`src/rtl/quadgen_pkg.sv`:
```
// Shared types and constants for the quadrature generator.
// Holds the FSM state enum, the A/B phase patterns for both
// rotation directions and the idle output level.
package quadgen_pkg;

  typedef enum logic [2:0] {
    IDLE = 3'd0,
    PH1  = 3'd1,
    PH2  = 3'd2,
    PH3  = 3'd3,
    PH4  = 3'd4
  } qg_state_t;

  // Both channels high while no detent is being emitted.
  localparam logic [1:0] IDLE_AB = 2'b11;

  // Packed {PH4, PH3, PH2, PH1}; each entry is {A, B}.
  // Clockwise: B is still high when A falls.
  localparam logic [7:0] UP_PHASES   = {2'b11, 2'b10, 2'b00, 2'b01};
  // Counter-clockwise: B is already low when A falls.
  localparam logic [7:0] DOWN_PHASES = {2'b11, 2'b01, 2'b00, 2'b10};

  // A/B levels for a given phase and direction.
  function automatic logic [1:0] phase_ab(input logic down, input qg_state_t st);
    logic [7:0] pat;
    logic [1:0] ab;
    pat = down ? DOWN_PHASES : UP_PHASES;
    case (st)
      PH1:     ab = pat[1:0];
      PH2:     ab = pat[3:2];
      PH3:     ab = pat[5:4];
      PH4:     ab = pat[7:6];
      default: ab = IDLE_AB;
    endcase
    return ab;
  endfunction

  // Phase that follows PH1..PH3; PH4 is handled by the caller.
  function automatic qg_state_t next_phase(input qg_state_t st);
    qg_state_t nx;
    case (st)
      PH1:     nx = PH2;
      PH2:     nx = PH3;
      PH3:     nx = PH4;
      default: nx = IDLE;
    endcase
    return nx;
  endfunction

endpackage

```
`src/rtl/quadgen_switch.sv`:
```
// Push-switch press timer for the quadrature generator.
// A press is captured on one edge and the active-low line is driven
// low on the next edge for exactly PRESS_CYCLES cycles. Presses that
// arrive while a press is armed or in progress are ignored.
module quadgen_switch #(
  parameter int PRESS_CYCLES = 16
) (
  input  logic clk,
  input  logic rst,
  input  logic press,
  output logic sw
);

  localparam int CNT_W = (PRESS_CYCLES > 1) ? $clog2(PRESS_CYCLES) : 1;
  localparam logic [CNT_W-1:0] CNT_LAST = CNT_W'(PRESS_CYCLES - 1);

  logic             sw_r;
  logic             armed_r;
  logic [CNT_W-1:0] cnt_r;

  // Capture a press, then hold the line low for the programmed length.
  always_ff @(posedge clk) begin
    if (rst) begin
      sw_r    <= 1'b1;
      armed_r <= 1'b0;
      cnt_r   <= {CNT_W{1'b0}};
    end else if (armed_r) begin
      sw_r    <= 1'b0;
      armed_r <= 1'b0;
      cnt_r   <= {CNT_W{1'b0}};
    end else if (!sw_r) begin
      if (cnt_r == CNT_LAST) begin
        sw_r <= 1'b1;
      end else begin
        cnt_r <= cnt_r + CNT_W'(1);
      end
    end else if (press) begin
      armed_r <= 1'b1;
    end else begin
      armed_r <= 1'b0;
    end
  end

  assign sw = sw_r;

endmodule

```
`src/rtl/quadrature_generator.sv`:
```
// Rotary-encoder emulator: turns single-cycle up/down step requests
// into A/B quadrature detents, queued in a signed saturating counter.
// Optional push-switch output is enabled with QUADGEN_SWITCH_EN;
// without it sw is tied high and press is ignored.
module quadrature_generator
  import quadgen_pkg::*;
#(
  parameter int DWELL        = 4,
  parameter int PEND_W       = 4,
  parameter int PRESS_CYCLES = 16
) (
  input  logic clk,
  input  logic rst,
  input  logic step_up,
  input  logic step_down,
  input  logic press,
  output logic a,
  output logic b,
  output logic sw,
  output logic busy,
  output logic overflow
);

  localparam int CNT_W = (DWELL > 1) ? $clog2(DWELL) : 1;
  localparam logic [CNT_W-1:0] DWELL_LAST = CNT_W'(DWELL - 1);
  localparam logic signed [PEND_W:0] PEND_MAX = (PEND_W + 1)'((1 << (PEND_W - 1)) - 1);
  localparam logic signed [PEND_W:0] PEND_MIN = -PEND_MAX;
  localparam logic signed [PEND_W:0] ONE_X    = (PEND_W + 1)'(1);
  localparam logic [PEND_W-1:0]      PEND_ZERO = {PEND_W{1'b0}};

  qg_state_t                state_r;
  logic                     down_r;
  logic [1:0]               ab_r;
  logic [CNT_W-1:0]         dwell_r;
  logic signed [PEND_W-1:0] pending_r;
  logic                     busy_r;
  logic                     overflow_r;

  logic                     dwell_done_s;
  logic                     new_down_s;
  logic                     start_step_s;
  logic signed [PEND_W:0]   pend_ext_s;
  logic signed [PEND_W:0]   pend_base_s;
  logic signed [PEND_W:0]   pend_trial_s;
  logic signed [PEND_W-1:0] pending_next_s;
  logic                     overflow_s;

  // Step start, consume and saturating pending-counter update.
  always_comb begin
    dwell_done_s = (dwell_r == DWELL_LAST);
    new_down_s   = pending_r[PEND_W-1];
    pend_ext_s   = {pending_r[PEND_W-1], pending_r};

    if (state_r == IDLE) begin
      start_step_s = (pending_r != PEND_ZERO);
    end else if ((state_r == PH4) && dwell_done_s) begin
      start_step_s = (pending_r != PEND_ZERO);
    end else begin
      start_step_s = 1'b0;
    end

    // A starting step consumes one unit toward zero.
    if (start_step_s) begin
      if (new_down_s) begin
        pend_base_s = pend_ext_s + ONE_X;
      end else begin
        pend_base_s = pend_ext_s - ONE_X;
      end
    end else begin
      pend_base_s = pend_ext_s;
    end

    // Simultaneous up and down cancel without touching the counter.
    if (step_up && !step_down) begin
      pend_trial_s = pend_base_s + ONE_X;
    end else if (step_down && !step_up) begin
      pend_trial_s = pend_base_s - ONE_X;
    end else begin
      pend_trial_s = pend_base_s;
    end

    if ((pend_trial_s > PEND_MAX) || (pend_trial_s < PEND_MIN)) begin
      overflow_s     = 1'b1;
      pending_next_s = pend_base_s[PEND_W-1:0];
    end else begin
      overflow_s     = 1'b0;
      pending_next_s = pend_trial_s[PEND_W-1:0];
    end
  end

  // Phase FSM with dwell timing, registered A/B, busy and overflow.
  always_ff @(posedge clk) begin
    if (rst) begin
      state_r    <= IDLE;
      down_r     <= 1'b0;
      ab_r       <= IDLE_AB;
      dwell_r    <= {CNT_W{1'b0}};
      pending_r  <= PEND_ZERO;
      busy_r     <= 1'b0;
      overflow_r <= 1'b0;
    end else begin
      pending_r  <= pending_next_s;
      overflow_r <= overflow_s;
      case (state_r)
        IDLE: begin
          if (start_step_s) begin
            state_r <= PH1;
            down_r  <= new_down_s;
            ab_r    <= phase_ab(new_down_s, PH1);
            dwell_r <= {CNT_W{1'b0}};
            busy_r  <= 1'b1;
          end else begin
            busy_r  <= (pending_next_s != PEND_ZERO);
          end
        end
        PH1, PH2, PH3: begin
          busy_r <= 1'b1;
          if (dwell_done_s) begin
            state_r <= next_phase(state_r);
            ab_r    <= phase_ab(down_r, next_phase(state_r));
            dwell_r <= {CNT_W{1'b0}};
          end else begin
            dwell_r <= dwell_r + CNT_W'(1);
          end
        end
        PH4: begin
          if (dwell_done_s) begin
            dwell_r <= {CNT_W{1'b0}};
            if (start_step_s) begin
              // Back-to-back detent: direction re-latched, no idle gap.
              state_r <= PH1;
              down_r  <= new_down_s;
              ab_r    <= phase_ab(new_down_s, PH1);
              busy_r  <= 1'b1;
            end else begin
              state_r <= IDLE;
              ab_r    <= IDLE_AB;
              busy_r  <= (pending_next_s != PEND_ZERO);
            end
          end else begin
            dwell_r <= dwell_r + CNT_W'(1);
            busy_r  <= 1'b1;
          end
        end
        default: begin
          state_r <= IDLE;
          ab_r    <= IDLE_AB;
          dwell_r <= {CNT_W{1'b0}};
          busy_r  <= (pending_next_s != PEND_ZERO);
        end
      endcase
    end
  end

  assign a        = ab_r[1];
  assign b        = ab_r[0];
  assign busy     = busy_r;
  assign overflow = overflow_r;

`ifdef QUADGEN_SWITCH_EN
  quadgen_switch #(
    .PRESS_CYCLES(PRESS_CYCLES)
  ) u_switch (
    .clk   (clk),
    .rst   (rst),
    .press (press),
    .sw    (sw)
  );
`else
  logic unused_press_s;
  assign unused_press_s = press ^ PRESS_CYCLES[0];
  assign sw = 1'b1;
`endif

endmodule

```
`config.mk`:
```
export PLATFORM = sky130hd
export DESIGN_NAME = quadrature_generator
export DESIGN_NICKNAME = d
export VERILOG_FILES = /design/src/rtl/quadgen_pkg.sv /design/src/rtl/quadgen_switch.sv /design/src/rtl/quadrature_generator.sv
export SDC_FILE = /design/constraint.sdc
export NUM_CORES = 1
export LEC_CHECK = 0
export CAP_MARGIN = 30
export CORE_MARGIN = 8
export CORE_UTILIZATION = 45
export CTS_BUF_LIST = sky130_fd_sc_hd__clkbuf_16
export DETAILED_ROUTE_END_ITERATION = 8
export GPL_TIMING_DRIVEN = 0
export HOLD_SLACK_MARGIN = 0.15
export PLACE_DENSITY = 0.61
export SETUP_SLACK_MARGIN = 0.2
export SKIP_CTS_REPAIR_TIMING = 1
export SYNTH_ARGS = -nofsm -noshare
export SYNTH_HDL_FRONTEND = slang
export SYNTH_SLANG_ARGS = --single-unit
```
`constraint.sdc`:
```
create_clock -name clk -period 8.4 [get_ports clk]
set_input_delay 0.84 -clock clk [delete_from_list [all_inputs] [get_ports clk]]
set_output_delay 0.84 -clock clk [all_outputs]
set_load 0.02 [all_outputs]
```
==> metrics.md, run 1 <==
| Metric | Value |
|---|---|
| Number of vias after detailed routing | 1177 |
| Worst-case reg-to-reg path depth | 13 |
| Total number of nets in the final design | 190 |
| Final count of pins violating max slew | 0 |
| Mean instance size in the synthesized netlist | 8.05 um^2 |
| Outcome | finished, final reports clean |
| Total of flip-flops plus latches after synthesis | 14 |
| Endpoint with the worst hold slack | ab_r[1] |
| CTS Root Cell | sky130_fd_sc_hd__clkbuf_16 |
| Synth-to-Final Area Change | 13.3% |
| Final worst path period share | 0.445 |
| Cell-internal power | 0.355 mW |
| Number of antenna violations at the first check in global routing | 0 |
| Buffers from clock root to sink, at most | 2 |
| H-tree level count | 1 |
| Largest driver fanout on the critical path | 7 |
| Worst clock skew | 0.00149 ns |
| Power density normalized to cell area | around 440 nW/um^2 |
| CTS clk-pin slew, worst paths | 0.05 ns |
| Post-synth design cell area | 1340 um^2 |
| Synthesized instance count | 166 |
| Number of top-level pins | 10 |
| Die ar. | 4970 um^2 |
| Sw Share | 0.467 |
| Clock Power Share | 0.139 |
| GRT Residual Overflow | 0 |
| Antenna Cells | 0 |
| Aggregate routed wire length | 3120 um |
| Tightest Pin Transition | between 0.5 and 0.6 ns |
| Dominant register cell in the synthesized netlist | sky130_fd_sc_hd__dfxtp_1 |
| Clock latency of the later-clocked register in the worst-skew pair | 0.25 ns |
| Footprint of the flip-flops and latches | 280 um^2 |
| Achievable frequency | roughly 270 MHz |
| First-pass DRT Iterations | 4 |
| Source of the worst hold timing path | ab_r[1] |
| Hold Path Class | reg2reg |
| Sequential power share | 0.158 |
| Largest net degree at the start of global routing | 11 |
| Core box area | roughly 2800 um^2 |
| Leakage | around 0.6 nW |
| Final-layout setup total negative slack | 0 ns |
| RSZ-0062 raised after global routing | no |
| Proportion of synthesized chip area in sequential cells | 0.210 |
| Number of enable-type register cells in the synthesized netlist | 0 |
| Detail Placement HPWL | around 2300 um |
| Capture instance of the worst register-to-register path | busy |
| Startpoint of the worst-slack reg-to-reg timing path | pending_r[1] |
| Comb pwr share | 0.703 |
| CTS tree | built |
| CTS sink count | 14 |
| Area used by multi-input combinational logic | ~930 um^2 |
| Final hold violations | 0 |
| Count of input and output buffers | 6 |
| Headroom to the max-slew limit | 0.628 |
| Final setup fails | 0 |
| Row count | 19 |
| Share of post-route cells with drive strength above 1 | 0.153 |
| Syn Nets | 179 |
| Chip Height | 70.5 um |
| Switching component of the power | 0.310 mW |
| Vias per cell | 5.69 |
| Critical Path End Type | flop |
| IR Drop Worst-Case VDD | approximately 0.33 mV |
| Routability Congestion | 0.806 |
| Total clock buffers created by CTS | 3 |
| Number of unique standard cell types used by synthesis | a little under 60 |
| Fillers | 293 |
| First-pass GRT wire length | 5540 um |
| Residual antenna-violating net count after detailed routing | 0 |
| Reg2reg setup slack | 4.66 ns |
| Worst-case hold slack | around 0.47 ns |
| Horizontal extent of the die | slightly above 70 um |
| Shortest clock period the worst path allows after layout | between 3 and 4 ns |
| Warning count from the yosys run | 0 |
| Endpoint arrival time on the critical path | ~3.9 ns |
| Critical path startpoint category | flop |
| Drt first-iter violations | 74 |
| Start point of the critical path | pending_r[1] |
| Instance count along the most critical hold path | 2 |
| Total of max-cap violations | 0 |
| Setup CP Type | reg2reg |
| Starting density of the core | 0.480 |
| Number of global-route vias before repair | 1201 |
| Routed len/inst | 15.1 um |
| Required time of the critical path | approximately 8.5 ns |
| Count of unresolved DRC violations after routing | 0 |
| Total Routing Usage GR | 0.134 |
| Async set-reset flop share out of synthesis | 0 |
worst max-delay path by stage:
stage	slack, ns	depth (start not counted)	endpoint
floorplan	5.07	14	busy
global placement	4.73	13	busy
detailed placement	4.69	13	busy
CTS	4.67	13	busy
global route	4.32	13	pending_r[0]
finish	4.66	13	busy
stage by stage:
stage          setup slack, ns  cell area, um^2  utilization  cells  total power [mW]
6_report                  4.66             1510        0.544    207             0.665
5_1_grt                   4.32             1510        0.544    207             0.725
4_1_cts                   4.67             1510        0.544    207             0.665
3_5_place_dp              4.69             1440        0.516    203             0.568
3_3_place_gp              4.73             1440        0.516    203             0.560
2_1_floorplan             5.07             1340            -    166             0.474
state kept, by name, indices dropped and copies added, names as in the netlist:
signal     count
busy           1
ab_r           2
pending_r      4
down_r         1
overflow       1
state_r        3
dwell_r        2
cells in the final DEF (no fill, tap or decap), types with 4 or more instances in the layout:
cell type	synthesis	routed
sky130_fd_sc_hd__buf_6	4	4
sky130_fd_sc_hd__inv_1	13	13
sky130_fd_sc_hd__mux2i_1	4	4
sky130_fd_sc_hd__o21ai_0	6	6
sky130_fd_sc_hd__ha_1	6	6
sky130_fd_sc_hd__nor3_1	8	8
sky130_fd_sc_hd__a21oi_1	12	12
sky130_fd_sc_hd__nor2_1	11	11
sky130_fd_sc_hd__nand2_1	15	15
sky130_fd_sc_hd__dfxtp_1	14	14
sky130_fd_sc_hd__xnor2_1	4	4
sky130_fd_sc_hd__clkdlybuf4s50_1	0	6
sky130_fd_sc_hd__a31oi_1	5	5
power groups by stage:
stage               Clock [mW]  Sequential [mW]  Combinational (mW)
floorplan                    0            0.114               0.359
global placement             0            0.106               0.454
detailed placement           0            0.106               0.462
CTS                     0.0939            0.105               0.467
global route            0.0968            0.108               0.520
finish                  0.0927            0.105               0.467
layer usage:
metal  part of all wire  global-route usage
met1               0.48               0.168
met2               0.47               0.211
met3              0.028              0.0169
met4              0.021              0.0781
met5                  0                   0
cell type report:
type                    count  area share
plain buffers              11      0.0521
clock buffers               3      0.0496
clock inverters             1     0.00248
inverters                  13      0.0322
multi-input cells         128       0.613
flip-flops and latches     14       0.185
well taps                  31      0.0256
repair buffers              6      0.0397
critical path, cell delays in order (launching register included):
cell and delay (ns):
sky130_fd_sc_hd__dfxtp_1 0.47, sky130_fd_sc_hd__inv_1 0.14, sky130_fd_sc_hd__fa_1 0.54, sky130_fd_sc_hd__or4_4 0.57, sky130_fd_sc_hd__nand2_1 0.16, sky130_fd_sc_hd__inv_1 0.08
sky130_fd_sc_hd__ha_1 0.20, sky130_fd_sc_hd__nand3b_1 0.09, sky130_fd_sc_hd__nor3_1 0.06, sky130_fd_sc_hd__mux2_4 0.29, sky130_fd_sc_hd__xor2_1 0.31, sky130_fd_sc_hd__nand3b_1 0.29
sky130_fd_sc_hd__a211oi_2 0.28, sky130_fd_sc_hd__o32ai_1 0.10
cell families after synthesis:
family | synth area share
buf+inv | 0.0955
simple gates | 0.257
flops | 0.210
other cells | 0.00281
xor+xnor | 0.0459
mux | 0.0412
fa+ha+maj | 0.0861
compound gates | 0.262
cells in the mapped netlist (all sizes together) (6+ instances only):
| master | n | area [um^2] |
|---|---|---|
| nand2 | 15 | 56.3 |
| a31oi | 6 | 43.8 |
| o21ai | 8 | 40.0 |
| nor2 | 12 | 47.6 |
| a21oi | 12 | 60.1 |
| dfxtp | 14 | 280 |
| ha | 6 | 75.1 |
| nor3 | 8 | 40.0 |
| inv | 13 | 48.8 |
| buf | 9 | 71.3 |
Note: power is estimated with default switching activity, not from simulation.
==> inputs of run 2 (changes only) <==
- clock period: 8.4 -> 3.63 ns (I/O delays scaled with it)
==> run 2 against run 1 <==
Sequential power up 130%. Cell area increased by 9.4%. Fmax rose by 13%. Die area is the same. Hold slack is essentially flat. Flip-flop and latch count unchanged. Sequential share of layout area shrank 1.2 points. Worst setup slack got worse by 4.4 ns. Core utilization increased by 5.1 points. Critical path type unchanged. Largest power group unchanged. Highest routed layer unchanged.
==> metrics.md, run 2 (synthesis gave the netlist of run 1 again) <==
| Metric | Value |
|---|---|
| Outcome | finished, final reports clean |
| Count of input and output buffers | 6 |
| GRT Residual Overflow | 0 |
| Vias per cell | 5.70 |
| Headroom to the max-slew limit | 0.629 |
| Buffers from clock root to sink, at most | 2 |
| Leading cell types in the layout, fill and taps excluded | 14 x sky130_fd_sc_hd__nand2_1, 12 x sky130_fd_sc_hd__a21oi_1, 11 x sky130_fd_sc_hd__nor2_1, 11 x sky130_fd_sc_hd__buf_4, 11 x sky130_fd_sc_hd__dfxtp_1 |
| Antenna Cells | 0 |
| Number of top-level pins | 10 |
| Drt first-iter violations | 65 |
| Horizontal extent of the die | 70.5 um |
| Achievable frequency | 301 MHz |
| Final-layout setup total negative slack | 0 ns |
| H-tree level count | 1 |
| CTS sink count | 14 |
| IR Drop Worst-Case VDD | 0.792 mV |
| Hold Path Class | reg2reg |
| Endpoint with the worst hold slack | ab_r[1] |
| Share of post-route cells with drive strength above 1 | 0.274 |
| Non-filler instance count after layout | 217 |
| Routability Congestion | roughly 0.8 |
| Clock latency of the later-clocked register in the worst-skew pair | 0.25 ns |
| Largest net degree at the start of global routing | 11 |
| Worst-case hold slack | 0.474 ns |
| Number of antenna violations at the first check in global routing | 0 |
| Largest register by flop count | pending_r |
| Worst-case reg-to-reg path depth | 15 |
| Instance count along the most critical hold path | 2 |
| Final setup fails | 0 |
| Placed insts | about 200 |
| CTS clk-pin slew, worst paths | 0.05 ns |
| Die ar. | 4970 um^2 |
| Detail Placement HPWL | 2340 um |
| Synth-to-Final Area Change | 24.0% |
| Capture instance of the worst register-to-register path | pending_r[0] |
| Row count | 19 |
| Total clock buffers created by CTS | 3 |
| Endpoint arrival time on the critical path | about 3.4 ns |
| Source of the worst hold timing path | ab_r[1] |
| Total number of nets in the final design | 200 |
| Total of max-cap violations | 0 |
| Chip Height | 70.5 um |
| Worst clock skew | 0.00235 ns |
| Largest driver fanout on the critical path | 7 |
| Count of unresolved DRC violations after routing | 0 |
| Aggregate routed wire length | between 3000 and 4000 um |
| Tightest Pin Transition | 0.551 ns |
| Startpoint of the worst-slack reg-to-reg timing path | pending_r[0] |
| Reg2reg setup slack | 0.31 ns |
| CTS tree | built |
| Starting density of the core | 0.480 |
| Final hold violations | 0 |
| Leakage | 0.665 nW |
| First-pass GRT wire length | 5540 um |
| Shortest clock period the worst path allows after layout | 3.32 ns |
| CTS Root Cell | sky130_fd_sc_hd__clkbuf_16 |
| Sum of internal, switching and leakage power | approximately 1.7 mW |
| Number of flip-flops in the largest register | 4 |
| RSZ-0062 raised after global routing | no |
| Final count of pins violating max slew | 0 |
| Final worst path period share | 0.914 |
| Residual antenna-violating net count after detailed routing | 0 |
| Critical path startpoint category | flop |
| Power density normalized to cell area | 1040 nW/um^2 |
| Number of vias after detailed routing | 1237 |
| Core box area | 2780 um^2 |
| Most frequent standard cell in the layout excluding fill and tap cells | sky130_fd_sc_hd__nand2_1 |
| Required time of the critical path | 3.74 ns |
| Total Routing Usage GR | 0.134 |
| First-pass DRT Iterations | 4 |
| Number of global-route vias before repair | 1201 |
| Routed len/inst | between 15 and 20 um |
| Leading registers by flop count | pending_r (4), state_r (3) |
| Setup CP Type | reg2reg |
| Critical Path End Type | flop |
-- run 2: cell types whose count changed in the layout (fill, tap and decap cells not counted), moves of 2 or more --
cell / before / now
sky130_fd_sc_hd__inv_2: 0 / 2
sky130_fd_sc_hd__ha_1: 6 / 4
sky130_fd_sc_hd__dfxtp_1: 14 / 11
sky130_fd_sc_hd__buf_4: 1 / 11
sky130_fd_sc_hd__ha_2: 0 / 2
sky130_fd_sc_hd__inv_1: 13 / 10
sky130_fd_sc_hd__dfxtp_2: 0 / 2
-- run 2: per-layer routing --
metal	track usage	vias up	part of all wire
met5	0	-	0
met4	0.0781	0	0.020
met3	0.0169	5	0.025
met2	0.211	18	0.48
met1	0.168	586	0.47
li1	-	628	-
-- run 2: worst max path at each step --
| stage | end | start | slack (ns) | cells past startpoint |
|---|---|---|---|---|
| global route | busy | pending_r[0] | 0.17 | 15 |
| detailed placement | busy | pending_r[1] | -0.08 | 13 |
| global placement | busy | pending_r[1] | -0.04 | 13 |
| CTS | busy | pending_r[1] | -0.1 | 13 |
| floorplan | busy | pending_r[0] | 0.30 | 14 |
| finish | pending_r[0] | pending_r[0] | 0.31 | 15 |
-- run 2: through the flow --
step,utilization,cell area (um^2),setup WS [ns]
final,0.596,1660,0.311
after global routing,0.596,1660,0.168
after CTS,0.544,1510,-0.0989
after detailed placement,0.516,1440,-0.0826
after global placement,0.516,1440,-0.0448
after floorplan,-,1340,0.300
-- run 2: layout make-up --
cell class	count	area (um^2)
Buffer	11	78.8
Clock buffer	3	75.1
Clock inverter	1	3.75
Fill cell	274	1120
Inverter	13	53.8
Multi-Input combinational cell	128	985
Sequential cell	14	287
Tap cell	31	38.8
Timing Repair Buffer	16	135
-- run 2: report_power, final --
part           internal [mW]  switching [mW]
registers              0.208          0.0373
clock network          0.146          0.0680
logic                  0.584           0.686
total                  0.938           0.791
-- run 2: worst max-delay path, stage by stage (launching register included) --
cell                       delay (ns)
sky130_fd_sc_hd__dfxtp_2         0.31
sky130_fd_sc_hd__buf_6           0.13
sky130_fd_sc_hd__inv_6           0.06
sky130_fd_sc_hd__fa_2            0.46
sky130_fd_sc_hd__or4_4           0.56
sky130_fd_sc_hd__nand2_4         0.09
sky130_fd_sc_hd__inv_1           0.06
sky130_fd_sc_hd__ha_2            0.17
sky130_fd_sc_hd__nand3b_1        0.11
sky130_fd_sc_hd__nor3_2          0.05
sky130_fd_sc_hd__mux2_4          0.31
sky130_fd_sc_hd__xor2_4          0.20
sky130_fd_sc_hd__or2_1           0.25
sky130_fd_sc_hd__buf_6           0.14
sky130_fd_sc_hd__a211oi_2        0.21
sky130_fd_sc_hd__nor3_1          0.06
==> inputs of run 3 (changes only) <==
- PLACE_DENSITY: 0.61 -> 0.7
==> run 3 against run 2 <==
Die area unchanged. Worst setup slack worse by 0.052 ns. Combinational power about the same. Fmax down 1.6%. Wire length down 6.2%. Total power up 1.8%. Via count up 2.9%. Flip-flop and latch count unchanged. Cell area up 1.1%. Register-to-register slack worse by 0.05 ns. Non-clock buffer count unchanged. Clock power down 3%. Largest power group unchanged.
==> metrics.md, run 3 (synthesis gave the netlist of run 1 again) <==
| Metric | Value |
|---|---|
| Aggregate routed wire length | ~3100 um |
| CTS clk-pin slew, worst paths | 0.05 ns |
| Power density normalized to cell area | 1050 nW/um^2 |
| Synth-to-Final Area Change | 25.3% |
| Highest-delay cell along the critical path | sky130_fd_sc_hd__or4_4 |
| Number of global-route vias before repair | 1097 |
| Count of input and output buffers | 6 |
| Critical path startpoint category | flop |
| RSZ-0062 raised after global routing | yes |
| Leading cell types in the layout, fill and taps excluded | 14 x sky130_fd_sc_hd__nand2_1, 12 x sky130_fd_sc_hd__a21oi_1, 11 x sky130_fd_sc_hd__nor2_1, 11 x sky130_fd_sc_hd__buf_4, 11 x sky130_fd_sc_hd__dfxtp_1 |
| Shortest clock period the worst path allows after layout | about 3.4 ns |
| Largest register by flop count | pending_r |
| Largest stage delay on the critical path | 0.56 ns |
| Hold Path Class | reg2reg |
| Top delay family on crit path | simple AND/OR/NAND/NOR gates |
| Horizontal extent of the die | 70.5 um |
| Final count of pins violating max slew | 0 |
| Share of post-route cells with drive strength above 1 | 0.274 |
| Number of flip-flops in the largest register | 4 |
| Routed len/inst | 14.4 um |
| Smallest setup slack after layout | ~0.26 ns |
| GRT Residual Overflow | 0 |
| Row count | 19 |
| Most frequent standard cell in the layout excluding fill and tap cells | sky130_fd_sc_hd__nand2_1 |
| CTS sink count | 14 |
| Antenna Cells | 0 |
| Required time of the critical path | between 3 and 4 ns |
| Sum of internal, switching and leakage power | about 1.8 mW |
| Leading registers by flop count | pending_r (4), state_r (3) |
| Largest net degree at the start of global routing | 11 |
| Sw Share | 0.456 |
| Tightest Pin Transition | 0.519 ns |
| IR Drop Worst-Case VDD | approximately 0.82 mV |
| Setup CP Type | reg2reg |
| Count of buffering cells on the critical path with inverters included | 4 |
| Outcome | finished, final reports clean |
| Count of unresolved DRC violations after routing | 0 |
| Number of vias after detailed routing | 1273 |
| Residual antenna-violating net count after detailed routing | 0 |
| Total clock buffers created by CTS | 3 |
| First-pass DRT Iterations | 4 |
| Core box area | around 2800 um^2 |
| Chip Height | 70.5 um |
| Drt first-iter violations | 76 |
| Final worst path period share | 0.929 |
| Die ar. | 4970 um^2 |
| Detail Placement HPWL | 2290 um |
| Number of top-level pins | 10 |
| Fillers | between 200 and 250 |
| Cell-internal power | 0.958 mW |
| Routability Congestion | 0.823 |
| Final setup fails | 0 |
| Vias per cell | 5.87 |
| CTS Root Cell | sky130_fd_sc_hd__clkbuf_16 |
| Finished layout cell area | 1670 um^2 |
| Worst clock skew | about 0.0015 ns |
| Headroom to the max-slew limit | 0.652 |
| Starting density of the core | 0.480 |
| Cells traversed along the worst timing path | buf_6 -> inv_4 -> fa_1 -> or4_4 -> nand2_4 -> ha_1 -> inv_1 -> o21ai_0 -> a31oi_1 -> a31oi_2 -> and3_4 -> nand3b_1 -> buf_4 -> a21boi_2 -> mux2i_1 |
| Critical Path End Type | flop |
| Number of antenna violations at the first check in global routing | 0 |
| Endpoint arrival time on the critical path | 3.53 ns |
| Largest driver fanout on the critical path | 7 |
| Comb pwr share | 0.741 |
| Post-place instance area | 1440 um^2 |
| Achievable frequency | 297 MHz |
| Final-layout setup total negative slack | 0 ns |
| Buffers from clock root to sink, at most | 2 |
| Clock Power Share | 0.118 |
| Total Routing Usage GR | 0.120 |
| CTS tree | built |
| Total number of nets in the final design | 200 |
| Clock latency of the later-clocked register in the worst-skew pair | 0.24 ns |
| Leakage | 0.671 nW |
| Utilization of the core after routing | 0.602 |
| First-pass GRT wire length | 5080 um |
| H-tree level count | 1 |
| DP Worst Slack | -0.149 ns |
| Total of max-cap violations | 0 |
| Switching component of the power | 0.802 mW |
| Final hold violations | 0 |
| Sequential power share | 0.142 |
==> run 3: cell counts in the layout (fill, tap and decap cells not counted) <==
No cell type changed its count.
==> run 3: area by class of cell <==
type	count	area, um^2	area share
repair buffers	16	135	0.0807
plain buffers	11	78.8	0.0471
inverters	13	56.3	0.0336
clock buffers	3	75.1	0.0448
well taps	31	38.8	0.0232
clock inverters	1	3.75	0.00224
flip-flops and latches	14	287	0.171
multi-input cells	128	1000	0.597
==> run 3: worst paths after layout <==
check	startpoint	to	slack, ns	cells past startpoint
max	pending_r[0]	pending_r[2]	0.26	15
min	ab_r[1]	ab_r[1]	0.47	2
max reg2reg	pending_r[0]	pending_r[2]	0.26	15
min reg2reg	ab_r[1]	ab_r[1]	0.47	2
==> run 3: through the flow <==
| stage | hold WS, ns | std cells |
|---|---|---|
| final | 0.474 | 217 |
| after global routing | 0.500 | 217 |
| after CTS | 0.481 | 207 |
| after detailed placement | 0.466 | 203 |
| after global placement | 0.466 | 203 |
| after floorplan | 0.468 | 166 |
==> run 3: power by group through the flow <==
stage               Sequential, mW  Clock, mW  Combinational [mW]
floorplan                    0.264          0               0.831
global placement             0.243          0                1.05
detailed placement           0.245          0                1.07
CTS                          0.242      0.210                1.07
global route                 0.256      0.220                1.42
finish                       0.249      0.207                1.30
==> run 3: worst reg2reg max path, cell delays in order, from the launching register on <==
cell                       delay, ns
sky130_fd_sc_hd__dfxtp_2        0.31
sky130_fd_sc_hd__buf_6          0.12
sky130_fd_sc_hd__inv_4          0.04
sky130_fd_sc_hd__fa_1           0.49
sky130_fd_sc_hd__or4_4          0.56
sky130_fd_sc_hd__nand2_4        0.10
sky130_fd_sc_hd__ha_1           0.24
sky130_fd_sc_hd__inv_1          0.05
sky130_fd_sc_hd__o21ai_0        0.06
sky130_fd_sc_hd__a31oi_1        0.21
sky130_fd_sc_hd__a31oi_2        0.10
sky130_fd_sc_hd__and3_4         0.23
sky130_fd_sc_hd__nand3b_1       0.19
sky130_fd_sc_hd__buf_4          0.19
sky130_fd_sc_hd__a21boi_2       0.15
sky130_fd_sc_hd__mux2i_1        0.23
==> run 3: layer usage <==
layer | track usage | share of wire | up-vias
met5 | 0 | 0 | -
met4 | 0.0335 | 0.028 | 0
met3 | 0.0325 | 0.036 | 10
met2 | 0.192 | 0.49 | 22
met1 | 0.151 | 0.45 | 609
li1 | - | - | 632
==> variant 1, RTL diff (settings of run 3) <==
Re-encode `qg_state_t` (5 states) as one-hot, 5 bits wide.
--- a/src/rtl/quadgen_pkg.sv
+++ b/src/rtl/quadgen_pkg.sv
@@ -4,10 +4,10 @@
 package quadgen_pkg;
 
-  typedef enum logic [2:0] {
-    IDLE = 3'd0,
-    PH1  = 3'd1,
-    PH2  = 3'd2,
-    PH3  = 3'd3,
-    PH4  = 3'd4
+  typedef enum logic [4:0] {
+    IDLE = 5'b00001,
+    PH1  = 5'b00010,
+    PH2  = 5'b00100,
+    PH3  = 5'b01000,
+    PH4  = 5'b10000
   } qg_state_t;
 
Behaviour: no difference found for any inputs over 10 cycles, from zero or initial values and one cycle with rst high; not proved beyond that.
==> variant 1 against run 3 <==
Sequential cell count rose by 2. Power rose by 42%. Wire length grew 39%. Cell area rose by 31%. Setup slack got worse by 0.18 ns. Clock power grew 2%. Area after synthesis is 19% higher. Sequential share of layout area shrank 2.1 points. Critical path type unchanged. Critical endpoint is now pending_r[1]. Largest power group unchanged.
==> variant 1: results (changes against run 3) <==
Routing
  • Wire length on met2: 2.09 mm (+37%)
  • Via count: 1624 (+28%)
  • Initial DRC count: 132 (+74%)
  • M1 WL: 1.92 mm (+37%)
  • Wire length on met3: 286 um (+150%)
  • WL/cell: 15.7 um (+8.5%)

Yosys
  • Sequential area share after synthesis: 0.202 (-0.00769)
  • Complex-gate fraction of the synthesized area: 0.258 (-0.00408)
  • Mux contribution to synthesized area: 0.0726 (+0.0314)
  • Post-synthesis adder-cell area fraction: 0.0726 (-0.0135)
  • Synth cell count leaders: 19 x nor2_1, 16 x dfxtp_1, 14 x a21oi_1
  • Syn avg cell area: 8.17 um2 (+1.5%)

Layout
  • Clock-cell share of area: 0.0358 (-0.0113)
  • Sequential cell area: 330 um2 (+15%)
  • Signal buf overhead: 0.173 (+0.0456)
  • Buffers, non-clock: 46 (+70%)
  • Ratio of cells with drive above 1 in the final layout: 0.352 (+0.0777)
  • Invs w/o clock: 12 (-1)
  • Post-Layout Cell Count: 279 (+29%)
  • Multi-input gates: 155 (+21%)
  • Top Registers: state_r x5, pending_r x4
  • Nets: 247 (+24%)
  • Fillers: 291 (+23%)
  • Area of the multi-input gates: 1300 um2 (+30%)

Critical path
  • CP max stage delay: 0.34 ns (-0.22 ns)
  • R2R Setup Slk: 0.08 ns (-0.18 ns)
  • Worst reg2reg path startpoint: dwell_r[0]
  • Depth of the most critical reg-to-reg path: 14 (-1)
  • Crit-path max FO: 5 (-2)
  • Family with the most delay on the worst path: compound AO/OA/AOI/OAI gates

Timing
  • Worst clock skew: 0.000565 ns (-0.000903 ns)

Placed design
  • Dpl ws: -0.337 ns (-0.188 ns)
  • Placed Cells: 246 (+21%)
  • Placed Instance Area: 1710 um2 (+19%)
  • Post-DP HPWL: 2.78 mm (+21%)

Power and ir drop
  • P per Cell Area: 1140 nW/um2 (+8.1%)
  • Internal power: 0.00136 W (+42%)
  • Clock network fraction of design power: 0.085 (-0.033)
  • Maximum vdd drop: 0.000751 V (-8.9%)
  • Logic pwr share: 0.801 (+0.060)
  • Leak pwr: 0.883 nW (+32%)

Global routing
  • Via count of the first global-routing pass: 1231 (+12%)
  • First-pass GRT wire length: 5.98 mm (+18%)
  • Grt met1 use: 0.183 (+0.0320)
  • GRT Total Usage: 0.135 (+0.0156)

Outcome
  • Status: finished, final reports clean

Hold path
  • Worst Hold Launch: dwell_r[1]
  • Hold EP: dwell_r[1]
variant 1: changes by cell type after synthesis, sizes merged, moves of 4 or more:
cell / before / now
a21oi: 12 / 16
nand2: 15 / 10
mux2i: 4 / 10
a31oi: 6 / 1
nor3: 8 / 12
nor2: 12 / 19
variant 1: how the worst max path moves through the flow:
stage	start	to	slack, ns	cells after the start
finish	dwell_r[0]	pending_r[1]	0.08	14
global route	dwell_r[1]	pending_r[1]	-0.08	14
CTS	pending_r[0]	pending_r[1]	-0.36	15
floorplan	pending_r[0]	pending_r[2]	0.21	15
global placement	pending_r[0]	pending_r[1]	-0.35	15
detailed placement	pending_r[0]	pending_r[1]	-0.34	15
variant 1: through the flow:
| stage | hold WS [ns] | util |
|---|---|---|
| after floorplan | 0.440 | - |
| after global placement | 0.453 | 0.508 |
| after detailed placement | 0.459 | 0.508 |
| after CTS | 0.466 | 0.531 |
| after global routing | 0.496 | 0.654 |
| final | 0.461 | 0.654 |
==> variant 2, RTL diff (config.mk and constraints of run 3) <==
Without the edit above. The option `QUADGEN_SWITCH_EN` is turned on by a define.
--- a/src/rtl/quadrature_generator.sv
+++ b/src/rtl/quadrature_generator.sv
@@ -3,4 +3,6 @@
 // Optional push-switch output is enabled with QUADGEN_SWITCH_EN;
 // without it sw is tied high and press is ignored.
+`define QUADGEN_SWITCH_EN
+
 module quadrature_generator
   import quadgen_pkg::*;
Formal check against the unedited RTL: not equivalent (Yosys sat finds a counterexample within 4 cycles, from zero or initial values and one cycle with rst high).
==> variant 2 against run 3 <==
Critical path type unchanged. Combinational power is 26% higher. Highest routed layer unchanged. Clock power is 44% higher. Critical path depth stayed put. Power is 30% higher. The run now ends with setup timing left. Critical endpoint is now busy. Utilization is 0.53 points higher. Sequential cell count is 6 higher. First-iteration DRC count is 3.9% lower. Area after synthesis is 19% higher. Setup slack worse by 0.62 ns. Wire length is 24% higher. Cell count is 24% higher. Cell area is 22% higher.
==> variant 2: results (changes against run 3) <==
Yosys
  • XOR/XNOR share of the synthesized area: 0.0220 (-0.0239)
  • Syn_nets: 218 (+22%)
  • Sequential area share after synthesis: 0.251 (+0.0412)
  • Area contributors post-synth: dfxtp_1 25%, ha_1 5.5%, a21oi_1 5.3%, o21ai_0 5.3%, nor2_1 4.0%
  • Post-synthesis adder-cell area fraction: 0.0800 (-0.00614)
  • Complex-gate fraction of the synthesized area: 0.275 (+0.0123)
  • Synth cell count leaders: 20 x dfxtp_1, 17 x a21oi_1, 17 x nor2_1, 17 x o21ai_0
  • Netlist cell types: 52 (-10%)
  • Mux contribution to synthesized area: 0.0329 (-0.00826)

Placed design
  • RD Place Congestion: 0.930 (+13%)
  • Post-DP HPWL: 2.82 mm (+23%)
  • Buffers on Ports: 8 (+2)
  • Placed Instance Area: 1800 um2 (+25%)
  • Dpl ws: -0.346 ns (-0.197 ns)

Hold path
  • Worst Hold Launch: u_switch.sw
  • Hold EP: u_switch.armed_r

Clock tree
  • CTS max path bufs: 2 (unchanged)
  • H-tree levels: 1 (unchanged)

Global routing
  • GRT Total Usage: 0.144 (+0.0247)
  • Initial antenna violation count: 0 (unchanged)
  • Via count of the first global-routing pass: 1447 (+32%)
  • Largest net degree at the start of global routing: 13 (+2)
  • First-pass GRT wire length: 6.57 mm (+29%)

Routing
  • WL final: 3.88 mm (+24%)
  • Via count: 1558 (+22%)
  • Initial DRC count: 73 (-3.9%)

Timing
  • Setup ws final: -0.362 ns (-0.620 ns)
  • WHS: 0.464 ns (-0.0110 ns)
  • Slew @ Worst Pin: 0.653 ns (+0.134 ns)
  • Worst clock skew: 0.00225 ns (+0.000777 ns)
  • Setup violators final: 2 (+2)

Layout
  • Top Registers: pending_r x4, u_switch.cnt_r x4, state_r x3
  • Fillers: 317 (+34%)
  • Util after Layout: 0.607 (+0.00525)
  • Nets: 239 (+20%)
  • Ratio of cells with drive above 1 in the final layout: 0.232 (-0.0421)

Power and ir drop
  • Switch share: 0.445 (-0.0108)
  • Leak pwr: 0.785 nW (+17%)
  • Maximum vdd drop: 0.000607 V (-26%)

Critical path
  • CP arrival: 4.12 ns (+0.59 ns)
  • Slowest-stage cell, CP: or4_4
  • CP max stage delay: 0.59 ns (+0.03 ns)
  • Crit-path max FO: 6 (-1)

Outcome
  • Status: complete, but fails checks
  • Failing checks: setup timing
-- variant 2: cell count changes in the layout (fill, tap and decap cells not counted), sizes merged, moves of 4 or more --
cell | run 3 | this run
nor2 | 12 | 17
o21ai | 8 | 17
a21oi | 12 | 17
nand3 | 3 | 8
a21boi | 4 | 0
dfxtp | 14 | 20
nor2b | 1 | 5
buf | 19 | 12
and2 | 1 | 6
-- variant 2: worst reg2reg max path, stage by stage, from the launching register on --
cell and delay, ns:
dfxtp_4 0.38, buf_8 0.12, inv_4 0.03, fa_1 0.49, or4_4 0.59, nand2_4 0.11
inv_4 0.04, ha_4 0.14, and3b_2 0.27, a21oi_2 0.17, a2bb2oi_2 0.08, and2_4 0.17
a211oi_4 0.29, mux2i_1 0.12, a311o_1 0.34, or4b_1 0.53
-- variant 2: layout make-up --
cell class,instances,area share
repair buffers,16,0.0705
clock inverters,1,0.0147
well taps,46,0.0282
inverters,12,0.0245
multi-input cells,164,0.600
clock buffers,3,0.0368
flip-flops and latches,20,0.200
plain buffers,8,0.0257
-- variant 2: how the worst max path moves through the flow --
stage | endpoint | depth (start not counted)
floorplan | busy | 14
global placement | busy | 15
detailed placement | busy | 15
CTS | busy | 15
global route | busy | 15
finish | busy | 15
-- variant 2: cells by family (layout without fill, tap and decap cells) --
family | Yosys count | in the layout
AO/OA/AOI/OAI | 62 | 62
XOR/XNOR | 4 | 4
adder cells (fa/ha/maj) | 9 | 9
buffers and inverters | 20 | 40
flip-flops | 20 | 20
multiplexers | 5 | 5
AND/OR/NAND/NOR | 84 | 84
-- variant 2: metal layers --
layer	vias to the layer above	GRT usage	routed length (um)
met2	24	0.232	1710
met5	-	0	0
met1	739	0.197	2030
met4	0	0.0384	40
li1	791	-	-
met3	4	0.0171	102
-- variant 2: power by group through the flow --
stage,Clock [W],Sequential (W),Combinational (W)
4_1_cts,0.000304,0.000331,0.00138
6_report,0.000299,0.000340,0.00164
3_5_place_dp,0,0.000335,0.00137
2_1_floorplan,0,0.000346,0.00108
5_1_grt,0.000315,0.000347,0.00181
3_3_place_gp,0,0.000334,0.00136
-- variant 2: per-stage QoR --
step,TNS [ns],instances
2_1_floorplan,-0.0337,204
3_3_place_gp,-0.315,258
3_5_place_dp,-0.346,258
4_1_cts,-0.373,262
5_1_grt,-0.654,270
6_report,-0.408,270
